$ cat src/rtl/des3_pkg.sv
// Shared constants for the des3 datapath and its output collector.
// blk_word picks one 16-bit slice of a block, most significant word first.
package des3_pkg;

    localparam int DES_BLK_W         = 64;
    localparam int DES_KEY_W         = 56;
    localparam int OUT_W             = 16;
    localparam int WORDS_PER_BLK     = 4;
    localparam int DES3_PERF_LATENCY = 48;

    typedef logic [1:0] word_idx_t;

    function automatic logic [OUT_W-1:0] blk_word(input logic [DES_BLK_W-1:0] blk,
                                                  input word_idx_t idx);
        logic [OUT_W-1:0] w;
        case (idx)
            2'd0:    w = blk[63:48];
            2'd1:    w = blk[47:32];
            2'd2:    w = blk[31:16];
            default: w = blk[15:0];
        endcase
        return w;
    endfunction

endpackage

$ cat src/rtl/des3_blk_fifo.sv
// Small block FIFO with occupancy count and a combinational head output.
// The caller gates push; storage is not reset.
module des3_blk_fifo
    import des3_pkg::*;
#(
    parameter int DEPTH = 4,
    parameter int CW    = 3
) (
    input  logic                 clk,
    input  logic                 rst_n,
    input  logic                 push,
    input  logic                 pop,
    input  logic [DES_BLK_W-1:0] din,
    output logic [DES_BLK_W-1:0] head,
    output logic [CW-1:0]        count
);

    localparam int AW = $clog2(DEPTH);

    logic [DES_BLK_W-1:0] mem [DEPTH];
    logic [AW-1:0]        wr_ptr_reg;
    logic [AW-1:0]        rd_ptr_reg;
    logic [CW-1:0]        count_reg;

    always_ff @(posedge clk) begin
        if (push) begin
            mem[wr_ptr_reg] <= din;
        end
    end

    always_ff @(posedge clk or negedge rst_n) begin
        if (!rst_n) begin
            wr_ptr_reg <= '0;
            rd_ptr_reg <= '0;
            count_reg  <= '0;
        end else begin
            if (push) wr_ptr_reg <= wr_ptr_reg + 1'b1;
            if (pop)  rd_ptr_reg <= rd_ptr_reg + 1'b1;
            case ({push, pop})
                2'b10:   count_reg <= count_reg + 1'b1;
                2'b01:   count_reg <= count_reg - 1'b1;
                default: count_reg <= count_reg;
            endcase
        end
    end

    // A full-FIFO push alongside a pop writes the slot being vacated.
    assign head  = mem[rd_ptr_reg];
    assign count = count_reg;

endmodule

$ cat src/rtl/des3_out_collector.sv
// Collects des3_perf results by a valid delay line, buffers them and
// serializes each block as four 16-bit words, flagging dropped results.
module des3_out_collector
    import des3_pkg::*;
#(
    parameter int LATENCY = DES3_PERF_LATENCY,
    parameter int DEPTH   = 4,
    parameter int CW      = 3
) (
    input  logic                 clk,
    input  logic                 rst_n,
    input  logic                 in_valid,
    input  logic [DES_BLK_W-1:0] des_out,
    input  logic                 out_ready,
    output logic                 out_valid,
    output logic [OUT_W-1:0]     out_data,
    output logic                 out_last,
    output logic                 overflow,
    output logic [CW-1:0]        fifo_count
);

    logic [LATENCY-1:0]   dly_reg;
    logic                 cap_en;
    logic                 full;
    logic                 push;
    logic                 pop;
    logic                 overflow_reg;
    word_idx_t            w_reg;
    logic [OUT_W-1:0]     hold_reg;
    logic [OUT_W-1:0]     head_word;
    logic [DES_BLK_W-1:0] head;

    generate
        for (genvar gi = 0; gi < LATENCY; gi++) begin : g_dly
            if (gi == 0) begin : g_first
                always_ff @(posedge clk or negedge rst_n) begin
                    if (!rst_n) dly_reg[gi] <= 1'b0;
                    else        dly_reg[gi] <= in_valid;
                end
            end else begin : g_rest
                always_ff @(posedge clk or negedge rst_n) begin
                    if (!rst_n) dly_reg[gi] <= 1'b0;
                    else        dly_reg[gi] <= dly_reg[gi-1];
                end
            end
        end
    endgenerate

    assign cap_en    = dly_reg[LATENCY-1];
    assign full      = (fifo_count == CW'(DEPTH));
    assign out_valid = (fifo_count != '0);
    assign out_last  = out_valid && (w_reg == 2'd3);
    assign pop       = out_valid && out_ready && out_last;
    assign push      = cap_en && (!full || pop);

    des3_blk_fifo #(
        .DEPTH (DEPTH),
        .CW    (CW)
    ) u_fifo (
        .clk   (clk),
        .rst_n (rst_n),
        .push  (push),
        .pop   (pop),
        .din   (des_out),
        .head  (head),
        .count (fifo_count)
    );

    assign head_word = blk_word(head, w_reg);
    // When empty, keep showing the last word handed out rather than stale RAM.
    assign out_data  = out_valid ? head_word : hold_reg;
    assign overflow  = overflow_reg;

    always_ff @(posedge clk or negedge rst_n) begin
        if (!rst_n) begin
            w_reg        <= '0;
            hold_reg     <= '0;
            overflow_reg <= 1'b0;
        end else begin
            if (out_valid && out_ready) w_reg <= w_reg + 1'b1;
            if (out_valid)              hold_reg <= head_word;
            if (cap_en && full && !pop) overflow_reg <= 1'b1;
        end
    end

endmodule
$ cat config.mk
export PLATFORM = sky130hd
export DESIGN_NAME = des3_out_collector
export DESIGN_NICKNAME = d
export VERILOG_FILES = /design/src/rtl/des3_pkg.sv /design/src/rtl/des3_blk_fifo.sv /design/src/rtl/des3_out_collector.sv
export SDC_FILE = /design/constraint.sdc
export NUM_CORES = 1
export LEC_CHECK = 0
export ABC_AREA = 1
export CORE_ASPECT_RATIO = 0.5
export CORE_UTILIZATION = 45
export CTS_CLUSTER_DIAMETER = 50
export DETAILED_ROUTE_END_ITERATION = 8
export GPL_ROUTABILITY_DRIVEN = 0
export HOLD_SLACK_MARGIN = 0.1
export PLACE_DENSITY = 0.61
export REMOVE_ABC_BUFFERS = 1
export SYNTH_ARGS = -nofsm -noshare
export SYNTH_HDL_FRONTEND = slang
export SYNTH_SLANG_ARGS = --single-unit
$ cat constraint.sdc
create_clock -name clk -period 6.8 [get_ports clk]
set_input_delay 1.02 -clock clk [delete_from_list [all_inputs] [get_ports clk]]
set_output_delay 1.02 -clock clk [all_outputs]
set_load 0.1 [all_outputs]
==> results.toml <==
[critical_path]
worstSetupEndpointType = "output port"
required_ns = 5.78
cpPeakStageDelay_ns = 1.15
cpMaxStageDelayCell = "clkdlybuf4s50_1"
worst-path-buf-inv = 4
cp_data_arrival_time_ns = 4.24
crit_path_frequent_cell = "nand2_1"
worst-setup-path-type = "reg2out"
r2r_setup_slack_ns = 3.52
path_cells = "inv_4 > buf_4 > nand2_1 > nand3_1 > nand3_1 > nand2_1 > inv_1 > nand2_1 > nand2_1 > nand2_1 > clkdlybuf4s50_1"
critPathMaxFanout = 115
worst_setup_path_start_kind = "flop"
path_delay_family = "buffers and inverters"

[floorplanning]
io_pins = 90
fp-row-count = 43
die_w_um = 244
coreArea_mm2 = 0.0282
start_util = 0.467
die-area_mm2 = 0.0301
die_h_um = 123

[power_and_ir_drop]
intPower_mw = 3.37
power_mw = 4.55
clkPwrFrac = 0.365
p_comb_frac = 0.131
power_frac_seq = 0.504
p_leak_nw = 6.49
p_per_area_mw_per_mm2 = 296
power_switching_mw = 1.18
vdd.ir_drop.worst_uv = 204
p_sw_frac = 0.260

[routing]
drt-total-wl_um = 27300
drt_pass1_iterations = 5
routedWlPerCell_um = 16.4
drc = 0
antenna_left = 0
vias = 8083
drt_first_iter_violations = 641
viasPerCell = 4.85

[finish]
finalCoreUtilization = 0.544
drive_gt1_frac = 0.0530
ff_latch_area_mm2 = 0.00954
largest_reg_flops = 256
multiInputGateArea_mm2 = 0.00273
syn2layout_area_growth_pct = 16.5
diodes = 0
nets = 1339
num-fill-cells = 2383
final_cells = 1666

[global_route]
antenna_found_initial = 0
track_usage = 0.185
grt_pass1_vias = 7827
gr-total-overflow = 0
grt_first_pass_wirelength_um = 42800
grt_max_degree = 116

[yosys]
synth_top_area_cell = "edfxtp_1"
ys_top_cells_by_count = "345 x nand2_1, 256 x edfxtp_1, 176 x inv_1, 131 x nand3_1, 74 x dfrtp_1"
yosysMostFrequentCell = "nand2_1"
synth_edf_count = 256
syn-instance-count = 1182
ys_seq_area_frac = 0.723
syn_avg_cell_area_um2 = 11.2
ys.flop_type = "edfxtp_1"
synth_area_leaders = "edfxtp_1 58%, dfrtp_1 14%, nand2_1 9.8%"
yosysWarnings = 0
ys_types = 23
synthArstFlopShare = 0.224
ys_ff_latch = 330
synth.cell_area_mm2 = 0.0132
netlist.area_leader.share = 0.582

[sta]
max_slew_margin = 0.224
setup_tns_ns = 0
fmax_ghz = 0.190
skew_ns = 0.0106
setup_ws_ns = 1.54
period_share = 0.773
rsz0062_at_grt = "false"
worstMarginPinSlew_ns = 1.16
finalHoldViolCount = 0
finalCriticalPeriod_ns = 5.26
finalSetupViolCount = 0
slew_viol_final = 0

[clock_network]
cts_setup_buffers = 0
numClockSinks = 330
cts.reportedPaths.clkPinSlew_ns = 0.06
htreeDepth = 1
clock_latency_ns = 0.56
cts_resized = 0
holdBufCountCts = 0
cts_buffers = 30
cts_buffer_depth = 3
cts_root_buf = "clkbuf_16"
cts_tree = "built"

[place]
placed_cells = 1611
io_buffer_count = 89
dp_slack_ns = 2.10
dp_hpwl_um = 14700

[run_status]
run_status = "finished clean"

[min_path]
worst_hold_path_type = "reg2reg"

[run]
cap_violations = 0
## layout by cell type (no fill, tap or decap), drive strengths merged
cell type / n
o21ai: 34
clkbuf: 48
nor2: 73
ha: 9
buf: 12
dfrtp: 74
nand3: 132
nand2: 345
clkinv: 7
edfxtp: 256
a21oi: 18
xor2: 5
o31ai: 1
fa: 1
inv: 180
nand4: 1
clkdlybuf4s50: 88
## path summary, 6_finish.rpt
| kind | end | cells after the start | start |
|---|---|---|---|
| worst min register to register | dly_reg[16] | 0 | dly_reg[15] |
| worst min-delay path | dly_reg[16] | 0 | dly_reg[15] |
| min in group asynchronous | hold_reg[10] | 1 | rst_n |
| max in group asynchronous | u_fifo.rd_ptr_reg[0] | 1 | rst_n |
| worst max register to register | u_fifo.mem[1][59] | 8 | u_fifo.count[1] |
| worst max-delay path | out_data[9] | 11 | u_fifo.rd_ptr_reg[0] |
## power by group through the flow
stage	Sequential [mW]	Combinational, mW	Clock (mW)
final	2.30	0.595	1.66
after global routing	2.30	0.645	1.77
after CTS	2.30	0.604	1.70
after detailed placement	2.34	0.602	0
after global placement	2.34	0.593	0
after floorplan	2.36	0.365	0
## layout make-up
class / instances / share of cell area
Clock buffer: 48 / 0.0612
Clock inverter: 7 / 0.00236
Inverter: 180 / 0.0441
Multi-Input combinational cell: 619 / 0.177
Sequential cell: 330 / 0.621
Tap cell: 382 / 0.0311
Timing Repair Buffer: 100 / 0.0632
## stage by stage
| stage | instance area [µm²] | hold WS (ns) |
|---|---|---|
| 6_report | 15400 | 0.348 |
| 5_1_grt | 15400 | 0.355 |
| 4_1_cts | 15400 | 0.348 |
| 3_3_place_gp | 14400 | 0.333 |
| 3_5_place_dp | 14400 | 0.336 |
| 2_1_floorplan | 12900 | 0.331 |
## kinds of logic after synthesis
| logic type | after synthesis | synth area share |
|---|---|---|
| xor+xnor | 5 | 0.00332 |
| simple gates | 551 | 0.170 |
| flops | 330 | 0.723 |
| compound gates | 53 | 0.0211 |
| fa+ha+maj | 10 | 0.0100 |
| buf+inv | 233 | 0.0731 |
## routing by layer
metal,share of wire,up-vias,GRT usage,routed length [µm]
met5,0,-,0,0
met4,0.019,0,0.0492,524
met3,0.038,42,0.0293,1030
met2,0.47,139,0.312,13000
met1,0.47,3949,0.252,12800
li1,-,3953,-,-
Note: power is estimated with default switching activity, not from simulation.
